`src/rtl/ram_port_arbiter.sv`:
```
// Round-robin arbiter with bounded lock bursts that shares one single-port RAM between M0 and M1.
// Grants are combinational in the request cycle, and read data returns one cycle later.
module ram_port_arbiter #(
    parameter int ADDR_W   = 12,
    parameter int DATA_W   = 32,
    parameter int MAX_LOCK = 8
) (
    input  logic              clk,
    input  logic              rst,
    input  logic              m0_req,
    input  logic              m0_we,
    input  logic              m0_lock,
    input  logic [ADDR_W-1:0] m0_addr,
    input  logic [DATA_W-1:0] m0_wdata,
    output logic              m0_gnt,
    output logic              m0_rvalid,
    output logic [DATA_W-1:0] m0_rdata,
    input  logic              m1_req,
    input  logic              m1_we,
    input  logic              m1_lock,
    input  logic [ADDR_W-1:0] m1_addr,
    input  logic [DATA_W-1:0] m1_wdata,
    output logic              m1_gnt,
    output logic              m1_rvalid,
    output logic [DATA_W-1:0] m1_rdata,
    output logic              ram_en,
    output logic              ram_we,
    output logic [ADDR_W-1:0] ram_addr,
    output logic [DATA_W-1:0] ram_wdata,
    input  logic [DATA_W-1:0] ram_rdata,
    output logic              busy
);
    localparam int CNT_W = $clog2(MAX_LOCK + 1);
    localparam logic [CNT_W-1:0] CNT_MAX = CNT_W'(MAX_LOCK);
    localparam logic [CNT_W-1:0] CNT_ONE = CNT_W'(1);

    // last_q / lock_own_q: 0 = M0, 1 = M1
    logic              last_q, last_d;
    logic              lock_held_q, lock_held_d;
    logic              lock_own_q, lock_own_d;
    logic              idle_q, idle_d;
    logic [CNT_W-1:0]  lock_cnt_q, lock_cnt_d;
    logic [1:0]        rvalid_q, rvalid_d;
    logic [DATA_W-1:0] rdata0_q, rdata0_d, rdata1_q, rdata1_d;

    logic gnt0, gnt1, gnt_any, win_lock;
    logic own_req, own_lock, oth_req, brk, hold;

    assign own_req  = lock_own_q ? m1_req  : m0_req;
    assign own_lock = lock_own_q ? m1_lock : m0_lock;
    assign oth_req  = lock_own_q ? m0_req  : m1_req;
    assign brk      = lock_held_q && (lock_cnt_q == CNT_MAX) && oth_req;
    // The owner may skip one cycle with lock still high without losing the RAM.
    assign hold     = lock_held_q && !brk && (own_req || (own_lock && !idle_q));

    always_comb begin
        gnt0 = 1'b0;
        gnt1 = 1'b0;
        if (rst) begin
            gnt0 = 1'b0;
        end else if (hold) begin
            gnt0 = own_req && !lock_own_q;
            gnt1 = own_req &&  lock_own_q;
        end else if (brk) begin
            gnt0 =  lock_own_q;
            gnt1 = !lock_own_q;
        end else if (m0_req && m1_req) begin
            gnt0 =  last_q;
            gnt1 = !last_q;
        end else begin
            gnt0 = m0_req;
            gnt1 = m1_req;
        end
    end

    assign gnt_any   = gnt0 | gnt1;
    assign win_lock  = gnt1 ? m1_lock : m0_lock;
    assign m0_gnt    = gnt0;
    assign m1_gnt    = gnt1;
    assign ram_en    = gnt_any;
    assign ram_we    = gnt1 ? m1_we    : (gnt0 & m0_we);
    assign ram_addr  = gnt1 ? m1_addr  : (gnt0 ? m0_addr  : '0);
    assign ram_wdata = gnt1 ? m1_wdata : (gnt0 ? m0_wdata : '0);

    assign m0_rvalid = rvalid_q[0] & ~rst;
    assign m1_rvalid = rvalid_q[1] & ~rst;
    assign m0_rdata  = m0_rvalid ? ram_rdata : rdata0_q;
    assign m1_rdata  = m1_rvalid ? ram_rdata : rdata1_q;
    assign busy      = ((|rvalid_q) | lock_held_q) & ~rst;

    always_comb begin
        last_d      = last_q;
        lock_held_d = lock_held_q;
        lock_own_d  = lock_own_q;
        idle_d      = idle_q;
        lock_cnt_d  = lock_cnt_q;
        if (gnt_any) begin
            last_d = gnt1;
            idle_d = 1'b0;
            if (win_lock) begin
                lock_held_d = 1'b1;
                lock_own_d  = gnt1;
                if (lock_held_q && (lock_own_q == gnt1)) begin
                    if (lock_cnt_q != CNT_MAX) lock_cnt_d = lock_cnt_q + CNT_ONE;
                end else begin
                    lock_cnt_d = CNT_ONE;
                end
            end else begin
                lock_held_d = 1'b0;
                lock_cnt_d  = '0;
            end
        end else if (lock_held_q && own_lock && !idle_q) begin
            idle_d = 1'b1;
        end else begin
            lock_held_d = 1'b0;
            lock_cnt_d  = '0;
            idle_d      = 1'b0;
        end
    end

    assign rvalid_d = {gnt1 & ~m1_we, gnt0 & ~m0_we};
    assign rdata0_d = rvalid_q[0] ? ram_rdata : rdata0_q;
    assign rdata1_d = rvalid_q[1] ? ram_rdata : rdata1_q;

    always_ff @(posedge clk) begin
        if (rst) begin
            last_q      <= 1'b1;
            lock_held_q <= 1'b0;
            lock_own_q  <= 1'b0;
            idle_q      <= 1'b0;
            lock_cnt_q  <= '0;
            rvalid_q    <= '0;
            rdata0_q    <= '0;
            rdata1_q    <= '0;
        end else begin
            last_q      <= last_d;
            lock_held_q <= lock_held_d;
            lock_own_q  <= lock_own_d;
            idle_q      <= idle_d;
            lock_cnt_q  <= lock_cnt_d;
            rvalid_q    <= rvalid_d;
            rdata0_q    <= rdata0_d;
            rdata1_q    <= rdata1_d;
        end
    end
endmodule

```
`config.mk`:
```
export PLATFORM = sky130hd
export DESIGN_NAME = ram_port_arbiter
export DESIGN_NICKNAME = d
export VERILOG_FILES = /design/src/rtl/ram_port_arbiter.sv
export SDC_FILE = /design/constraint.sdc
export NUM_CORES = 1
export LEC_CHECK = 0
export ABC_AREA = 1
export CELL_PAD_IN_SITES_DETAIL_PLACEMENT = 0
export CELL_PAD_IN_SITES_GLOBAL_PLACEMENT = 1
export CORE_ASPECT_RATIO = 0.5
export CORE_UTILIZATION = 26
export CTS_BUF_LIST = sky130_fd_sc_hd__clkbuf_8 sky130_fd_sc_hd__clkbuf_16
export CTS_CLUSTER_DIAMETER = 200
export DETAILED_ROUTE_END_ITERATION = 10
export PLACE_DENSITY = 0.85
export SETUP_SLACK_MARGIN = 0.15
export SLEW_MARGIN = 20
export SYNTH_ARGS = -nofsm -noshare
export SYNTH_HDL_FRONTEND = slang
export SYNTH_SLANG_ARGS = --single-unit
```
`constraint.sdc`:
```
create_clock -name clk -period 5.2 [get_ports clk]
set_input_delay 0.52 -clock clk [delete_from_list [all_inputs] [get_ports clk]]
set_output_delay 0.52 -clock clk [all_outputs]
set_load 0.005 [all_outputs]
```
# After elaboration in Yosys (flattened, before gate mapping)
# Cells that the tools add are included.
dict set report totals {
  out_inout_bits 115
  word_cells 73
  register_bits 74
}
dict set report op_classes {
  addsub 1
  eq_ne 5
  n_reduce_logical 20
  muxes 28
  n_bitwise 11
}
# operator n
set op_table {}
lappend op_table {{two-way mux 32 bit} 4}
lappend op_table {{two-way mux 12 bit} 2}
lappend op_table {{two-way mux 4 bit} 5}
lappend op_table {{two-way mux 1 bit} 17}
lappend op_table {{logical AND 1 bit} 11}
lappend op_table {{AND 1 bit} 6}
lappend op_table {{adder 4 x 1 -> 4 bit (second input constant)} 1}
lappend op_table {{equality test 4 bit (second input constant)} 1}
lappend op_table {{logical NOT 1 bit} 4}
lappend op_table {{inequality test 4 x 3 -> 1 bit (second input constant)} 1}
lappend op_table {{inequality test 4 bit (second input constant)} 1}
lappend op_table {{AND reduction 2 bit} 2}
lappend op_table {{OR reduction 2 bit} 2}
lappend op_table {{NOT 1 bit} 3}
lappend op_table {{inequality test 2 bit (second input constant)} 1}
lappend op_table {{bitwise OR 1 bit} 2}
lappend op_table {{equality test 1 bit} 1}
lappend op_table {{logical OR 1 bit} 1}

# Logic depth before layout (Yosys ltp)
dict set report logic_depth {
  word_depth 13
  ltp_mapped 19
  mapped_depth_nobuf 18
}

# Worst setup path after synthesis
# Ideal clock, no wire load.
dict set report synth_timing {
  path_kind {reg-to-output}
  from {register lock_cnt_q[0]}
  to {output port ram_addr[10]}
  setup_slack_ps 3039
  path_buffers 2
  t_arrival_ps 1641
  stages_incl_launch_ff 12
  path_cell_list {dfxtp_1 > inv_1 > ha_1 > nand3_1 > nor2_1 > nand2_2 > nand3_1 > nand2_1 > nor2_2 > buf_2 > buf_2 > a22o_1}
}
dict set report synth_via {
  elab_chain_cells 10
}
# item line_no
set synth_lines {}
lappend synth_lines {{from (decl)} 42} ;# logic [CNT_W-1:0] lock_cnt_q, lock_cnt_d;
lappend synth_lines {{from (signal assigned)} 140} ;# lock_cnt_q <= lock_cnt_d;
lappend synth_lines {{equality test 4 bit *} 52} ;# assign brk = lock_held_q && (lock_cnt_q == CNT_MAX) && oth_req;
lappend synth_lines {{logical AND 1 bit * (2 in a row)} 52}
lappend synth_lines {{logical NOT 1 bit} 54} ;# assign hold = lock_held_q && !brk && (own_req || (own_lock && !idle_q));
lappend synth_lines {{logical AND 1 bit (2 in a row)} 54}
lappend synth_lines {{two-way mux 1 bit} 61} ;# end else if (hold) begin
lappend synth_lines {{two-way mux 1 bit} 59} ;# if (rst) begin
lappend synth_lines {{two-way mux 12 bit} 82} ;# assign ram_addr = gnt1 ? m1_addr : (gnt0 ? m0_addr : '0);
lappend synth_lines {{two-way mux 12 bit *} 82}
lappend synth_lines {{to (decl)} 28} ;# output logic [ADDR_W-1:0] ram_addr,
# Every way passes the cells marked *; elsewhere a longest branch is shown, timed or not.

# Worst setup path after layout
dict set report layout_timing {
  from {input port rst}
  to {output port ram_wdata[1]}
}
dict set report layout_via {
  elab_chain_cells 3
}
# item line_no
set layout_lines {}
lappend layout_lines {{from (decl)} 9} ;# input logic rst,
lappend layout_lines {{two-way mux 1 bit} 59}
lappend layout_lines {{two-way mux 32 bit} 83} ;# assign ram_wdata = gnt1 ? m1_wdata : (gnt0 ? m0_wdata : '0);
lappend layout_lines {{two-way mux 32 bit *} 83}
lappend layout_lines {{to (decl)} 29} ;# output logic [DATA_W-1:0] ram_wdata,
# Marked as above.

==> impl_metrics.toml <==
[global_routing]
grt_pass1_vias = 3839
grt_use_total_pct = 17.1
grt_pass1_wl_mm = 19.7
grt_antenna_before_repair = 0
use_met3_pct = 4.43
grt.overflow.total = 0
grtUsageMet2_pct = 31.1
grtUsageMet1_pct = 20.2
top_usage_layer = "met2"
grt_max_degree = 50

[min_path]
hold_path_class = "register to register"
holdPathEnd = "rdata0_q[4]"
whs_path_depth = 2
min_from = "rdata0_q[4]"

[timing]
fmax_mhz = 257
rsz0062_at_grt = "no"
hold_viol_final = 0
relSlewSlack_pct = 26.9
min_period_ns = 3.90
worst_slew_pin_slew_ns = 1.09
setup_ws_ns = 1.30
maxSlewViolCount = 0
final.setup_skew_ns = 0.00608
fin_crit_sh_pct = 74.9
setup_viol = 0
setup_tns_ns = 0

[clock_network]
holdBufCountCts = 0
clk_latency_ns = 0.33
cts_tree = "done"
cts_root_buf = "clkbuf_16"
path_clk_slew_ns = 0.05
postCtsSetupBuffers = 0
cts_buffers = 9
cts.sinks = 74
clk_path_buf_depth = 2
cts-resized-gates = 0
cts_htree_levels = 3

[cells_and_area]
nNetsFinal = 869
area_growth_pct = 78.3
nFillCells = 1338
drive_above_1_share_pct = 5.91
diodes = 0
final_cells = 936

[worst_setup_path]
setup.worst_path.end_class = "output port"
path_class = "primary input to output port"
critPathArrivalTime_ns = 3.38
r2r_slack_ns = 2.32
critPathMaxFanout = 49
rr_worst_depth = 15
cp.required_ns = 4.68
startpoint = "rst"
cp-start-kind = "primary input"
timing.rr.start = "lock_cnt_q[0]"
rr_endpoint = "lock_cnt_q[2]"

[route]
drt_iter0_drc = 178
ant_nets = 0
post_drt_via_cell_ratio = 4.41
postRouteWirelength_mm = 12.8
drt_first_pass_iters = 4
drc = 0
num_vias = 4124
wire_per_inst_um = 13.7

[floorplanning]
pin_count = 243
dieHeight_um = 86.2
core_um2 = 13700
initial_core_util_pct = 26.9
die_area_um2 = 14700
rows = 30
die_w_um = 170

[synthesis]
ys_types = 27
async_reset_ff_share_pct = 0
synth_nets = 646
synth_ff_type = "dfxtp_1"
synthCells = 516
yosysWarnings = 0
syn_avg_cell_area_um2 = 7.14
synth_seq_cells = 74
syn-cell-area_um2 = 3690
synth_edf_count = 0
ys_seq_area_share_pct = 40.2

[power]
leakagePower_nw = 2.48
ir_drop_uv = 185
finalPower_w = 0.00169
power_density_nw_per_um2 = 257

[place]
gp_congestion = 0.812
place_inst = 920
numPortBuffers = 242
place_ws_ns = 1.33
hpwlAfterDp_mm = 9.56

[flow_run]
max-cap-violations = 0

[run_status]
status = "finished, final reports clean"
-- worst max path at each step --
stage | depth (start not counted) | end | slack [ns]
2_1_floorplan | 11 | ram_addr[10] | 3.04
3_3_place_gp | 6 | ram_wdata[1] | 1.37
3_5_place_dp | 6 | ram_wdata[1] | 1.33
4_1_cts | 6 | ram_wdata[1] | 1.32
5_1_grt | 6 | ram_wdata[1] | 1.16
6_report | 6 | ram_wdata[1] | 1.30
-- metrics by stage --
stage	area (um2)	utilization, %	hold slack [ns]
3_3_place_gp	6240	45.5	0.456
5_1_grt	6570	48.0	0.485
4_1_cts	6570	47.9	0.473
3_5_place_dp	6240	45.5	0.461
2_1_floorplan	3690	-	0.444
6_report	6570	48.0	0.466
-- cell usage in the layout, fill, tap and decap left out, types with 3 or more instances in the layout --
master,netlist,final
o21ai_0,130,130
nand3_1,7,7
clkbuf_16,0,9
nor2_4,0,3
inv_1,81,82
nand2_4,4,4
nand2_1,95,93
dfxtp_1,74,74
a21oi_1,5,5
nor2_1,16,14
a22o_1,44,44
nor2_2,8,7
inv_2,4,4
nand2_2,4,6
clkdlybuf4s50_1,0,242
-- logic make-up after synthesis --
group / count (synthesis) / share of synthesized area (%)
adders and majority gates: 2 / 0.679
AOI/OAI and AO/OA: 182 / 29.3
xor gates and xnor gates: 2 / 0.475
and+or+nand+nor: 137 / 16.3
buffers and inverters: 119 / 13.1
DFF: 74 / 40.2
-- per-layer routing --
layer | part of all wire [%] | wire [um]
met5 | 0 | 0
met4 | 0.59 | 75
met3 | 6.5 | 830
met2 | 49 | 6330
met1 | 44 | 5570
-- power by group --
part	total (W)	switching [W]	internal [W]	leakage [nW]
registers	0.000601	0.00000899	0.000592	0.601
logic	0.000414	0.000163	0.000251	1.71
clock network	0.000674	0.000229	0.000444	0.167
-- cell usage after synthesis, types with 2 or more instances --
cell      instances  share of area, %
o21ai_0         130                18
nand2_1          95               9.7
inv_1            81               8.2
dfxtp_1          74                40
a22o_1           44                10
clkbuf_1         19               1.9
nor2_1           16               1.6
buf_2            10               1.4
nor2_2            8               1.4
nand3_1           7              0.95
a21oi_1           5              0.68
inv_2             4              0.41
nand2_2           4              0.68
nand2_4           4               1.2
buf_6             2              0.61
ha_1              2              0.68
-- registers in the layout, summed over array words and instances, names as in the netlist --
name         count
rdata0_q        32
rdata1_q        32
lock_cnt_q       4
rvalid_q         2
idle_q           1
last_q           1
lock_held_q      1
lock_own_q       1
-- area by class of cell --
class | count | area [um2] | area share, %
tap | 192 | 240 | 3.66
clock inverter | 5 | 77.6 | 1.18
timing repair buffer | 244 | 2440 | 37.1
clock buffer | 11 | 253 | 3.85
multi-input combinational | 323 | 1750 | 26.6
inverter | 87 | 334 | 5.08
sequential | 74 | 1480 | 22.5
-- worst max-delay path, cell delays in order --
cell	delay [ns]
clkdlybuf4s50_1	0.55
inv_1	0.36
o21ai_1	0.20
nor2_4	0.87
a22o_1	0.29
clkdlybuf4s50_1	0.56
(Power assumes the default switching activity.)
